**config.mk**
```make
export PLATFORM = sky130hd
export DESIGN_NAME = id_ex_stage
export DESIGN_NICKNAME = d
export VERILOG_FILES = /design/src/rtl/id_ex_stage.sv
export SDC_FILE = /design/constraint.sdc
export NUM_CORES = 1
export LEC_CHECK = 0
export ABC_AREA = 1
export ABC_CLOCK_PERIOD_IN_PS = 1500
export BUFFER_PORTS_ARGS = -buffer_cell sky130_fd_sc_hd__clkbuf_2
export CAP_MARGIN = 20
export CELL_PAD_IN_SITES_DETAIL_PLACEMENT = 1
export CELL_PAD_IN_SITES_GLOBAL_PLACEMENT = 2
export CORE_ASPECT_RATIO = 0.6
export CORE_MARGIN = 2
export CORE_UTILIZATION = 20
export DETAILED_ROUTE_END_ITERATION = 12
export PLACE_DENSITY_LB_ADDON = 0.1
export SLEW_MARGIN = 20
export SYNTH_ARGS = -nofsm -noshare
export SYNTH_HDL_FRONTEND = slang
export SYNTH_SLANG_ARGS = --single-unit
```
**constraint.sdc**
```tcl
create_clock -name clk -period 1.5 [get_ports clk]
set_input_delay 0 -clock clk [delete_from_list [all_inputs] [get_ports clk]]
set_output_delay 0 -clock clk [all_outputs]
set_load 0.03 [all_outputs]
```
**src/rtl/id_ex_stage.sv**
```systemverilog
// id_ex_stage: ID/EX pipeline register.
// Captures register-file operands and decoded fields and presents them to EX
// one cycle later. Resolves operands (zero register, forwarding) and decides
// when ID must stall and when a bubble enters EX.
// Build option ID_EX_FORWARD_EN:
//   defined   - EX/MEM forwarding, single-cycle load-use stall (RUN/BUBBLE FSM)
//   undefined - operands straight from the register file; ID stalls while any
//               used source is still pending in EX or MEM (FSM stays in RUN)
module id_ex_stage #(
  parameter int DATA_W = 32,
  parameter int ADDR_W = 5,
  parameter int CTRL_W = 16
) (
  input  logic              clk,
  input  logic              rst,
  input  logic              flush,
  input  logic              id_valid,
  input  logic [ADDR_W-1:0] id_rs,
  input  logic [ADDR_W-1:0] id_rt,
  input  logic              id_use_rs,
  input  logic              id_use_rt,
  input  logic [ADDR_W-1:0] id_des,
  input  logic              id_write_reg,
  input  logic              id_mem_read,
  input  logic [DATA_W-1:0] id_imm,
  input  logic [CTRL_W-1:0] id_ctrl,
  input  logic [DATA_W-1:0] rs_data,
  input  logic [DATA_W-1:0] rt_data,
  input  logic [DATA_W-1:0] ex_result,
  input  logic              mem_write_reg,
  input  logic [ADDR_W-1:0] mem_des,
  input  logic [DATA_W-1:0] mem_data,
  output logic              stall,
  output logic              ex_valid,
  output logic [DATA_W-1:0] ex_rs_val,
  output logic [DATA_W-1:0] ex_rt_val,
  output logic [DATA_W-1:0] ex_imm,
  output logic [CTRL_W-1:0] ex_ctrl,
  output logic [ADDR_W-1:0] ex_des,
  output logic              ex_write_reg,
  output logic              ex_mem_read
);

  localparam logic [ADDR_W-1:0] REG_ZERO  = {ADDR_W{1'b0}};
  localparam logic [DATA_W-1:0] DATA_ZERO = {DATA_W{1'b0}};
  localparam logic [CTRL_W-1:0] CTRL_ZERO = {CTRL_W{1'b0}};

  typedef enum logic [0:0] {
    ST_RUN    = 1'b0,
    ST_BUBBLE = 1'b1
  } state_e;

  state_e            state_q,        state_d;
  logic              ex_valid_q,     ex_valid_d;
  logic [DATA_W-1:0] ex_rs_val_q,    ex_rs_val_d;
  logic [DATA_W-1:0] ex_rt_val_q,    ex_rt_val_d;
  logic [DATA_W-1:0] ex_imm_q,       ex_imm_d;
  logic [CTRL_W-1:0] ex_ctrl_q,      ex_ctrl_d;
  logic [ADDR_W-1:0] ex_des_q,       ex_des_d;
  logic              ex_write_reg_q, ex_write_reg_d;
  logic              ex_mem_read_q,  ex_mem_read_d;

  logic [DATA_W-1:0] rs_val_s;
  logic [DATA_W-1:0] rt_val_s;
  logic              hazard_s;
  logic              stall_s;

`ifdef ID_EX_FORWARD_EN
  logic ex_fwd_ok_s;
  logic ex_load_s;

  // Classify the EX occupant: an ALU writer can forward, a load cannot yet
  always_comb begin
    ex_fwd_ok_s = ex_valid_q & ex_write_reg_q & ~ex_mem_read_q;
    ex_load_s   = ex_valid_q & ex_mem_read_q & (ex_des_q != REG_ZERO);
  end

  // Load-use: ID needs a register the load in EX has not fetched yet
  always_comb begin
    hazard_s = ex_load_s & id_valid &
               ((id_use_rs & (id_rs == ex_des_q)) |
                (id_use_rt & (id_rt == ex_des_q)));
  end

  // Operand select: zero register, then EX result, then MEM result, then RF
  always_comb begin
    rs_val_s = rs_data;
    if (id_rs == REG_ZERO) begin
      rs_val_s = DATA_ZERO;
    end else if (ex_fwd_ok_s && (ex_des_q == id_rs)) begin
      rs_val_s = ex_result;
    end else if (mem_write_reg && (mem_des == id_rs)) begin
      rs_val_s = mem_data;
    end else begin
      rs_val_s = rs_data;
    end

    rt_val_s = rt_data;
    if (id_rt == REG_ZERO) begin
      rt_val_s = DATA_ZERO;
    end else if (ex_fwd_ok_s && (ex_des_q == id_rt)) begin
      rt_val_s = ex_result;
    end else if (mem_write_reg && (mem_des == id_rt)) begin
      rt_val_s = mem_data;
    end else begin
      rt_val_s = rt_data;
    end
  end
`else
  logic ex_pending_s;
  logic mem_pending_s;
  logic rs_busy_s;
  logic rt_busy_s;
  logic unused_fwd_s;

  // Without forwarding, any used source still being produced in EX or MEM blocks ID
  always_comb begin
    ex_pending_s  = ex_valid_q & ex_write_reg_q & (ex_des_q != REG_ZERO);
    mem_pending_s = mem_write_reg & (mem_des != REG_ZERO);
    rs_busy_s     = id_use_rs & ((ex_pending_s & (id_rs == ex_des_q)) |
                                 (mem_pending_s & (id_rs == mem_des)));
    rt_busy_s     = id_use_rt & ((ex_pending_s & (id_rt == ex_des_q)) |
                                 (mem_pending_s & (id_rt == mem_des)));
    hazard_s      = id_valid & (rs_busy_s | rt_busy_s);
  end

  // Operand select: zero register forced to 0, everything else from the RF
  always_comb begin
    rs_val_s = rs_data;
    if (id_rs == REG_ZERO) begin
      rs_val_s = DATA_ZERO;
    end else begin
      rs_val_s = rs_data;
    end

    rt_val_s = rt_data;
    if (id_rt == REG_ZERO) begin
      rt_val_s = DATA_ZERO;
    end else begin
      rt_val_s = rt_data;
    end
  end

  // Forwarding sources are not consumed in this build
  assign unused_fwd_s = ^{ex_result, mem_data};
`endif

  // Stall only from RUN; reset and redirect override any hazard
  always_comb begin
    stall_s = ~rst & ~flush & (state_q == ST_RUN) & hazard_s;
  end

  // Next EX slot contents: bubble on flush, stall or empty ID, else capture
  always_comb begin
    state_d        = ST_RUN;
    ex_valid_d     = ex_valid_q;
    ex_rs_val_d    = ex_rs_val_q;
    ex_rt_val_d    = ex_rt_val_q;
    ex_imm_d       = ex_imm_q;
    ex_ctrl_d      = ex_ctrl_q;
    ex_des_d       = ex_des_q;
    ex_write_reg_d = ex_write_reg_q;
    ex_mem_read_d  = ex_mem_read_q;

    if (flush || stall_s || !id_valid) begin
      ex_valid_d     = 1'b0;
      ex_write_reg_d = 1'b0;
      ex_mem_read_d  = 1'b0;
`ifdef ID_EX_FORWARD_EN
      if (stall_s && !flush) begin
        state_d = ST_BUBBLE;
      end else begin
        state_d = ST_RUN;
      end
`else
      state_d = ST_RUN;
`endif
    end else begin
      state_d        = ST_RUN;
      ex_valid_d     = 1'b1;
      ex_rs_val_d    = rs_val_s;
      ex_rt_val_d    = rt_val_s;
      ex_imm_d       = id_imm;
      ex_ctrl_d      = id_ctrl;
      ex_des_d       = id_des;
      ex_write_reg_d = id_write_reg;
      ex_mem_read_d  = id_mem_read;
    end
  end

  // EX slot registers and FSM state; reset dominates flush and stall
  always_ff @(posedge clk) begin
    if (rst) begin
      state_q        <= ST_RUN;
      ex_valid_q     <= 1'b0;
      ex_rs_val_q    <= DATA_ZERO;
      ex_rt_val_q    <= DATA_ZERO;
      ex_imm_q       <= DATA_ZERO;
      ex_ctrl_q      <= CTRL_ZERO;
      ex_des_q       <= REG_ZERO;
      ex_write_reg_q <= 1'b0;
      ex_mem_read_q  <= 1'b0;
    end else begin
      state_q        <= state_d;
      ex_valid_q     <= ex_valid_d;
      ex_rs_val_q    <= ex_rs_val_d;
      ex_rt_val_q    <= ex_rt_val_d;
      ex_imm_q       <= ex_imm_d;
      ex_ctrl_q      <= ex_ctrl_d;
      ex_des_q       <= ex_des_d;
      ex_write_reg_q <= ex_write_reg_d;
      ex_mem_read_q  <= ex_mem_read_d;
    end
  end

  assign stall        = stall_s;
  assign ex_valid     = ex_valid_q;
  assign ex_rs_val    = ex_rs_val_q;
  assign ex_rt_val    = ex_rt_val_q;
  assign ex_imm       = ex_imm_q;
  assign ex_ctrl      = ex_ctrl_q;
  assign ex_des       = ex_des_q;
  assign ex_write_reg = ex_write_reg_q;
  assign ex_mem_read  = ex_mem_read_q;

endmodule

```
==> out/qor.csv, run 1 <==
metric;value;unit
CTS tree;built;
vias;6868;
initial antenna violation count;2;
maximum VDD drop;0.618;mV
biggest area consumer among synthesized cells;dfxtp_1;
vias per inst;3.90;
relative slew slack;0.547;
pre-CTS WS;-0.235;ns
GRT busiest layer;met2;
Die Ht;138;um
detailed-router iteration count before antenna repair;4;
r2r startpoint;ex_des[0];
vias in the first global route;7125;
crit-path leading delay family;simple AND/OR/NAND/NOR gates;
nets@finish;1545;
Total Routed Length;26600;um
Mapped Area;0.00602;mm2
delay of the slowest critical-path stage;0.36;ns
CP Capture Type;primary output;
Clock H-tree levels;4;
Final Hold Fails;0;
Worst EP required;1.50;ns
min cycle time layout;1.81;ns
most common cell after layout, fill and taps aside;inv_1;
Crit Path Max Fanout;4;
syn_nets;1164;
Final Wtd Congestion;0.720;
Final ANT Viol Nets;0;
met1 Use GR;0.208;
Die W;228;um
Clock Path Buffers;2;
Startpoint Class;register;
final clock skew;0.0123;ns
RSZ-0062 raised after global routing;yes;
syn avg cell area;6.28;um2
fillcell total;3798;
CP bufs+invs;3;
violated checks;setup timing;
DRC Markers;0;
Cell Pwr Density;977;mW/mm2
Total Power;9.85;mW
status;complete, but fails checks;
final non-filler cell total;1761;
crit path DAT;1.81;ns
Initial Utilization;0.202;
share of layout cells above drive strength 1;0.266;
Die Area;0.0316;mm2
GRT met2 Usage;0.260;
Ports;326;
commonest non-fill, non-tap cells in the layout;296 x inv_1, 259 x clkbuf_2, 202 x nand2_1;
Starting DRT DRC Count;282;
DP Wirelength;16100;um
grt ovf;0;
total CTS buffers;17;
clk sinks;120;
All-Layer GR Usage;0.162;
Buffers on Ports;261;
Yosys warning count;0;
Netlist cell types;17;
crit path kind;register to primary output;
Critical Path Start;ex_des[1];
hold_sp;flush;
synth top area cells;dfxtp_1 40%, inv_1 19%, nand2_1 13%, nand3_1 10%, o21ai_0 9.7%;
Clock Pin Slew Worst Setup and Hold Paths;0.06;ns
critical path, cell by cell;xnor2_1 > nand2_1 > nor2_1 > nand2_1 > nand2_1 > nand2_2 > nand2_2 > nand2_4 > buf_12 > inv_4 > buf_8;
number of setup violations in the final report;121;
final setup margin;-0.312;ns
Seq/Total Area, Yosys;0.399;
Least-Margin Pin Slew;0.679;ns
fin crit share;1.21;
Clk Latency, worst-skew pair;0.44;ns
Most common cell on crit path;nand2_1;
Gate Count Post-Synth;959;
first-pass GRT wire length;40000;um
met3 GRT Util;0.0512;
Yosys reg bits;120;
WL per Instance;15.1;um
Root Buffer;clkbuf_16;
slowest CP cell;dfxtp_4;
Slew Limit Fails;0;
Area growth syn-to-layout;67.3;%
row cnt;49;
leakage power;5.84;nW
Hold/Removal Path Class;input port to register;
placed cells;1592;
maxcap violations;0;
post-synth top area share;0.399;
largest net degree at the start of global routing;118;
fmax;0.552;GHz
Core Region;0.0298;mm2
per-layer routing:
layer,vias to the layer above,part of all wire,wire [um]
li1,3568,-,-
met1,3145,0.48,12800
met2,130,0.45,12000
met3,23,0.052,1370
met4,2,0.012,318
met5,-,0.00060,16
cell families after synthesis:
| family | synth area share |
|---|---|
| buffers and inverters | 0.235 |
| DFF | 0.399 |
| and+or+nand+nor | 0.246 |
| xor gates and xnor gates | 0.0233 |
| AOI/OAI and AO/OA | 0.0972 |
cell usage after synthesis (all sizes together):
cell type  number
xor2           10
dfxtp         120
nand2         206
xnor2           6
clkbuf         29
inv           300
nor2           16
nand3b          1
nand4           1
nand3         123
o21ai         117
nor3            3
buf            27
cell type report:
cell class | instances | area (um2) | share of cell area
Timing Repair Buffer | 418 | 3160 | 0.313
Inverter | 300 | 1130 | 0.112
Sequential cell | 120 | 2420 | 0.240
Antenna cell | 1 | 2.50 | 0.000248
Clock buffer | 23 | 488 | 0.0484
Multi-Input combinational cell | 483 | 2300 | 0.228
Clock inverter | 8 | 70.1 | 0.00695
Tap cell | 408 | 510 | 0.0506
worst register-to-register path: stages, from the launching register on:
cell       delay [ns]
dfxtp_4          0.40
xnor2_2          0.12
nand2_1          0.07
nor2_1           0.10
nand3_1          0.08
nand2_1          0.08
nand2_2          0.06
buf_4            0.14
nand3_4          0.08
buf_12           0.15
clkbuf_16        0.19
o21ai_0          0.09
nand2_1          0.09
inv_1            0.04
report_power, final:
group	switching, mW	total [mW]	leakage (nW)	internal (mW)
Sequential	0.150	3.60	0.996	3.45
Clock	1.58	4.01	0.283	2.43
Combinational	1.34	2.24	4.56	0.894
Total	3.07	9.85	5.84	6.77
worst paths after layout:
check                       end  slack, ns  depth (start not counted)
setup / recovery          stall      -0.31                         11
hold / removal    ex_rt_val[26]       0.15                          6
hold reg to reg    ex_rt_val[1]       0.53                          4
setup reg to reg     ex_ctrl[7]      -0.28                         13
stage by stage:
step	utilization	hold slack, ns	area, um2	setup TNS, ns
final	0.338	0.151	10100	-28.93
after floorplan	-	0.105	6050	0
after global placement	0.264	0.197	7880	-25.45
after CTS	0.327	0.139	9740	-34.30
after global routing	0.338	0.169	10100	-46.07
after detailed placement	0.264	0.206	7880	-24.41
repair_timing:
action                     4_1_cts  5_1_grt
resized for setup               45       81
gates cloned                     1        9
setup endpoints to repair      120      121
setup buffers                    4        4
hold endpoints to repair       119        0
hold buffers                   119        0
pin swaps                        8       26
(Power assumes the default switching activity.)
==> inputs of run 2 (changes only) <==
--- a/config.mk
+++ b/config.mk
@@ -6,14 +6,14 @@
 export NUM_CORES = 1
 export LEC_CHECK = 0
 export ABC_AREA = 1
-export ABC_CLOCK_PERIOD_IN_PS = 1500
+export ABC_CLOCK_PERIOD_IN_PS = 2350
 export BUFFER_PORTS_ARGS = -buffer_cell sky130_fd_sc_hd__clkbuf_2
 export CAP_MARGIN = 20
 export CELL_PAD_IN_SITES_DETAIL_PLACEMENT = 1
 export CELL_PAD_IN_SITES_GLOBAL_PLACEMENT = 2
 export CORE_ASPECT_RATIO = 0.6
 export CORE_MARGIN = 2
-export CORE_UTILIZATION = 20
+export CORE_UTILIZATION = 23
 export DETAILED_ROUTE_END_ITERATION = 12
 export PLACE_DENSITY_LB_ADDON = 0.1
 export SLEW_MARGIN = 20
==> constraint.sdc (replaced) <==
create_clock -name clk -period 2.35 [get_ports clk]
set_input_delay 0 -clock clk [delete_from_list [all_inputs] [get_ports clk]]
set_output_delay 0 -clock clk [all_outputs]
set_load 0.03 [all_outputs]
==> run 2 against run 1 <==
Against the previous run: largest power group unchanged; sequential power fell by 36%; sequential share of layout area grew 1.4 points; the run now ends clean; die area decreased by 13%.
==> out/qor.csv, run 2 (synthesis results as in run 1) <==
metric;value;unit;change
status;complete, no violations;;was complete, but fails checks
FF+latch area;0.00241;mm2;was 0.00242 mm2
most common cell after layout, fill and taps aside;inv_1;;unchanged
Final Hold Fails;0;;unchanged
DRC Markers;0;;unchanged
leakage power;5.55;nW;was 5.84 nW
total CTS buffers;17;;unchanged
Root Buffer;clkbuf_16;;unchanged
Clock Path Buffers;2;;unchanged
setup_tns;0;ns;was -28.93 ns
All-Layer GR Usage;0.174;;was 0.162
Crit Path Max Fanout;24;;was 4
Clk pwr share;0.395;;was 0.407
Initial Utilization;0.236;;was 0.202
Starting DRT DRC Count;214;;was 282
maximum VDD drop;0.427;mV;was 0.618 mV
clk sinks;120;;unchanged
Combinational Power Share;0.221;;was 0.227
crit path kind;register to primary output;;unchanged
Slew Limit Fails;0;;unchanged
number of setup violations in the final report;0;;was 121
Clk Latency, worst-skew pair;0.43;ns;was 0.44 ns
WL per Instance;14.0;um;was 15.1 um
Final ANT Viol Nets;0;;unchanged
Final Cell Area;0.00946;mm2;was 0.0101 mm2
Die W;213;um;was 228 um
relative slew slack;0.603;;was 0.547
Final Wtd Congestion;0.700;;was 0.720
placed cells;1529;;was 1592
nets@finish;1524;;was 1545
Clock H-tree levels;4;;unchanged
sequential power share;0.385;;was 0.366
Ports;326;;unchanged
Startpoint Class;register;;unchanged
vias per inst;4.01;;was 3.90
vias;6757;;was 6868
Hold/Removal Path Class;input port to register;;unchanged
RSZ-0062 raised after global routing;no;;was yes
share of layout cells above drive strength 1;0.234;;was 0.266
crit path DAT;2.07;ns;was 1.81 ns
final non-filler cell total;1683;;was 1761
CP Capture Type;primary output;;unchanged
final clock skew;0.00742;ns;was 0.0123 ns
fin crit share;0.882;;
initial antenna violation count;0;;was 2
Buffers on Ports;261;;unchanged
DP Wirelength;15400;um;was 16100 um
detailed-router iteration count before antenna repair;4;;unchanged
row cnt;45;;was 49
Area growth syn-to-layout;57.1;%;was 67.3%
Worst EP required;2.35;ns;was 1.50 ns
min cycle time layout;2.07;ns;
fillcell total;3315;;was 3798
Total Power;5.97;mW;was 9.85 mW
Die Ht;129;um;was 138 um
CTS tree;built;;unchanged
Placed Area;0.00768;mm2;was 0.00788 mm2
maxcap violations;0;;unchanged
largest net degree at the start of global routing;67;;was 118
commonest non-fill, non-tap cells in the layout;299 x inv_1, 260 x clkbuf_2, 205 x nand2_1;;was 296 x inv_1, 259 x clkbuf_2, 202 x nand2_1
Die Area;0.0275;mm2;was 0.0316 mm2
Total Routed Length;23600;um;was 26600 um
Ant. Diodes;0;;was 1
fmax;0.482;GHz;
first-pass GRT wire length;37100;um;was 40000 um
switching power total;1.81;mW;was 3.07 mW
Cell Pwr Density;631;mW/mm2;was 977 mW/mm2
grt ovf;0;;unchanged
Switching Share;0.304;;was 0.312
internal power;4.16;mW;was 6.77 mW
combined area of the multi-input logic cells;0.00224;mm2;was 0.00230 mm2
Core Region;0.0255;mm2;was 0.0298 mm2
Least-Margin Pin Slew;0.595;ns;was 0.679 ns
Clock Pin Slew Worst Setup and Hold Paths;0.06;ns;about the same
vias in the first global route;6955;;was 7125
run 2: cell count changes in the layout (fill, tap and decap cells not counted), moves of 7 or more:
cell       previous run  this run
o21ai_0              25       117
o21ai_2               8         0
clkbuf_16            25        18
o21ai_1              84         0
run 2: worst max-delay path, stage by stage, from the launching register on:
cell      delay (ns)
dfxtp_2         0.39
nor2_1          0.07
nand3_1         0.07
nand2_1         0.07
nor2_1          0.12
nand2_1         0.06
nand2_1         0.07
nand2_1         0.10
nand2_1         0.18
nand2_8         0.08
buf_16          0.17
inv_1           0.06
clkbuf_2        0.19
run 2: routing by layer:
layer	track usage	up-vias	share of wire
li1	-	3509	-
met1	0.217	3099	0.46
met2	0.289	128	0.46
met3	0.0596	21	0.062
met4	0.0452	0	0.011
met5	0	-	0
run 2: stage by stage:
step                      utilization  hold WS (ns)  setup WS (ns)
after floorplan                     -         0.112          0.655
after global placement          0.301         0.199          0.392
after detailed placement        0.301         0.206          0.373
after CTS                       0.368        0.0663        0.00285
after global routing            0.371         0.111         0.0169
final                           0.371        0.0952          0.277
run 2: power groups by stage:
stage / Clock [mW] / Sequential (mW) / Combinational [mW]
finish: 2.36 / 2.30 / 1.32
global route: 2.56 / 2.32 / 1.47
CTS: 2.47 / 2.30 / 1.33
detailed placement: 0 / 2.34 / 1.16
global placement: 0 / 2.33 / 1.16
floorplan: 0 / 2.65 / 0.415
run 2: layout make-up:
class | count | share of cell area
clock buffer | 28 | 0.0535
timing repair buffer | 397 | 0.288
tap | 352 | 0.0465
inverter | 300 | 0.119
clock inverter | 3 | 0.00159
sequential | 120 | 0.254
multi-input combinational | 483 | 0.237
run 2: repair_timing:
action                     4_1_cts  5_1_grt
hold endpoints to repair       119        0
buffers inserted                 0        3
gates cloned                     0        1
pin swaps                        0        1
setup endpoints to repair        1        1
hold buffers                   119        0
resized for setup                1        6
run 2: path summary, 6_finish.rpt:
path	cells after the start	end	slack [ns]	from
worst max-delay path	12	stall	0.28	ex_des[1]
worst min-delay path	4	ex_des[1]	0.1	rst
worst max register to register	14	ex_rt_val[15]	0.39	ex_des[1]
worst min register to register	4	ex_rs_val[26]	0.55	ex_rs_val[26]
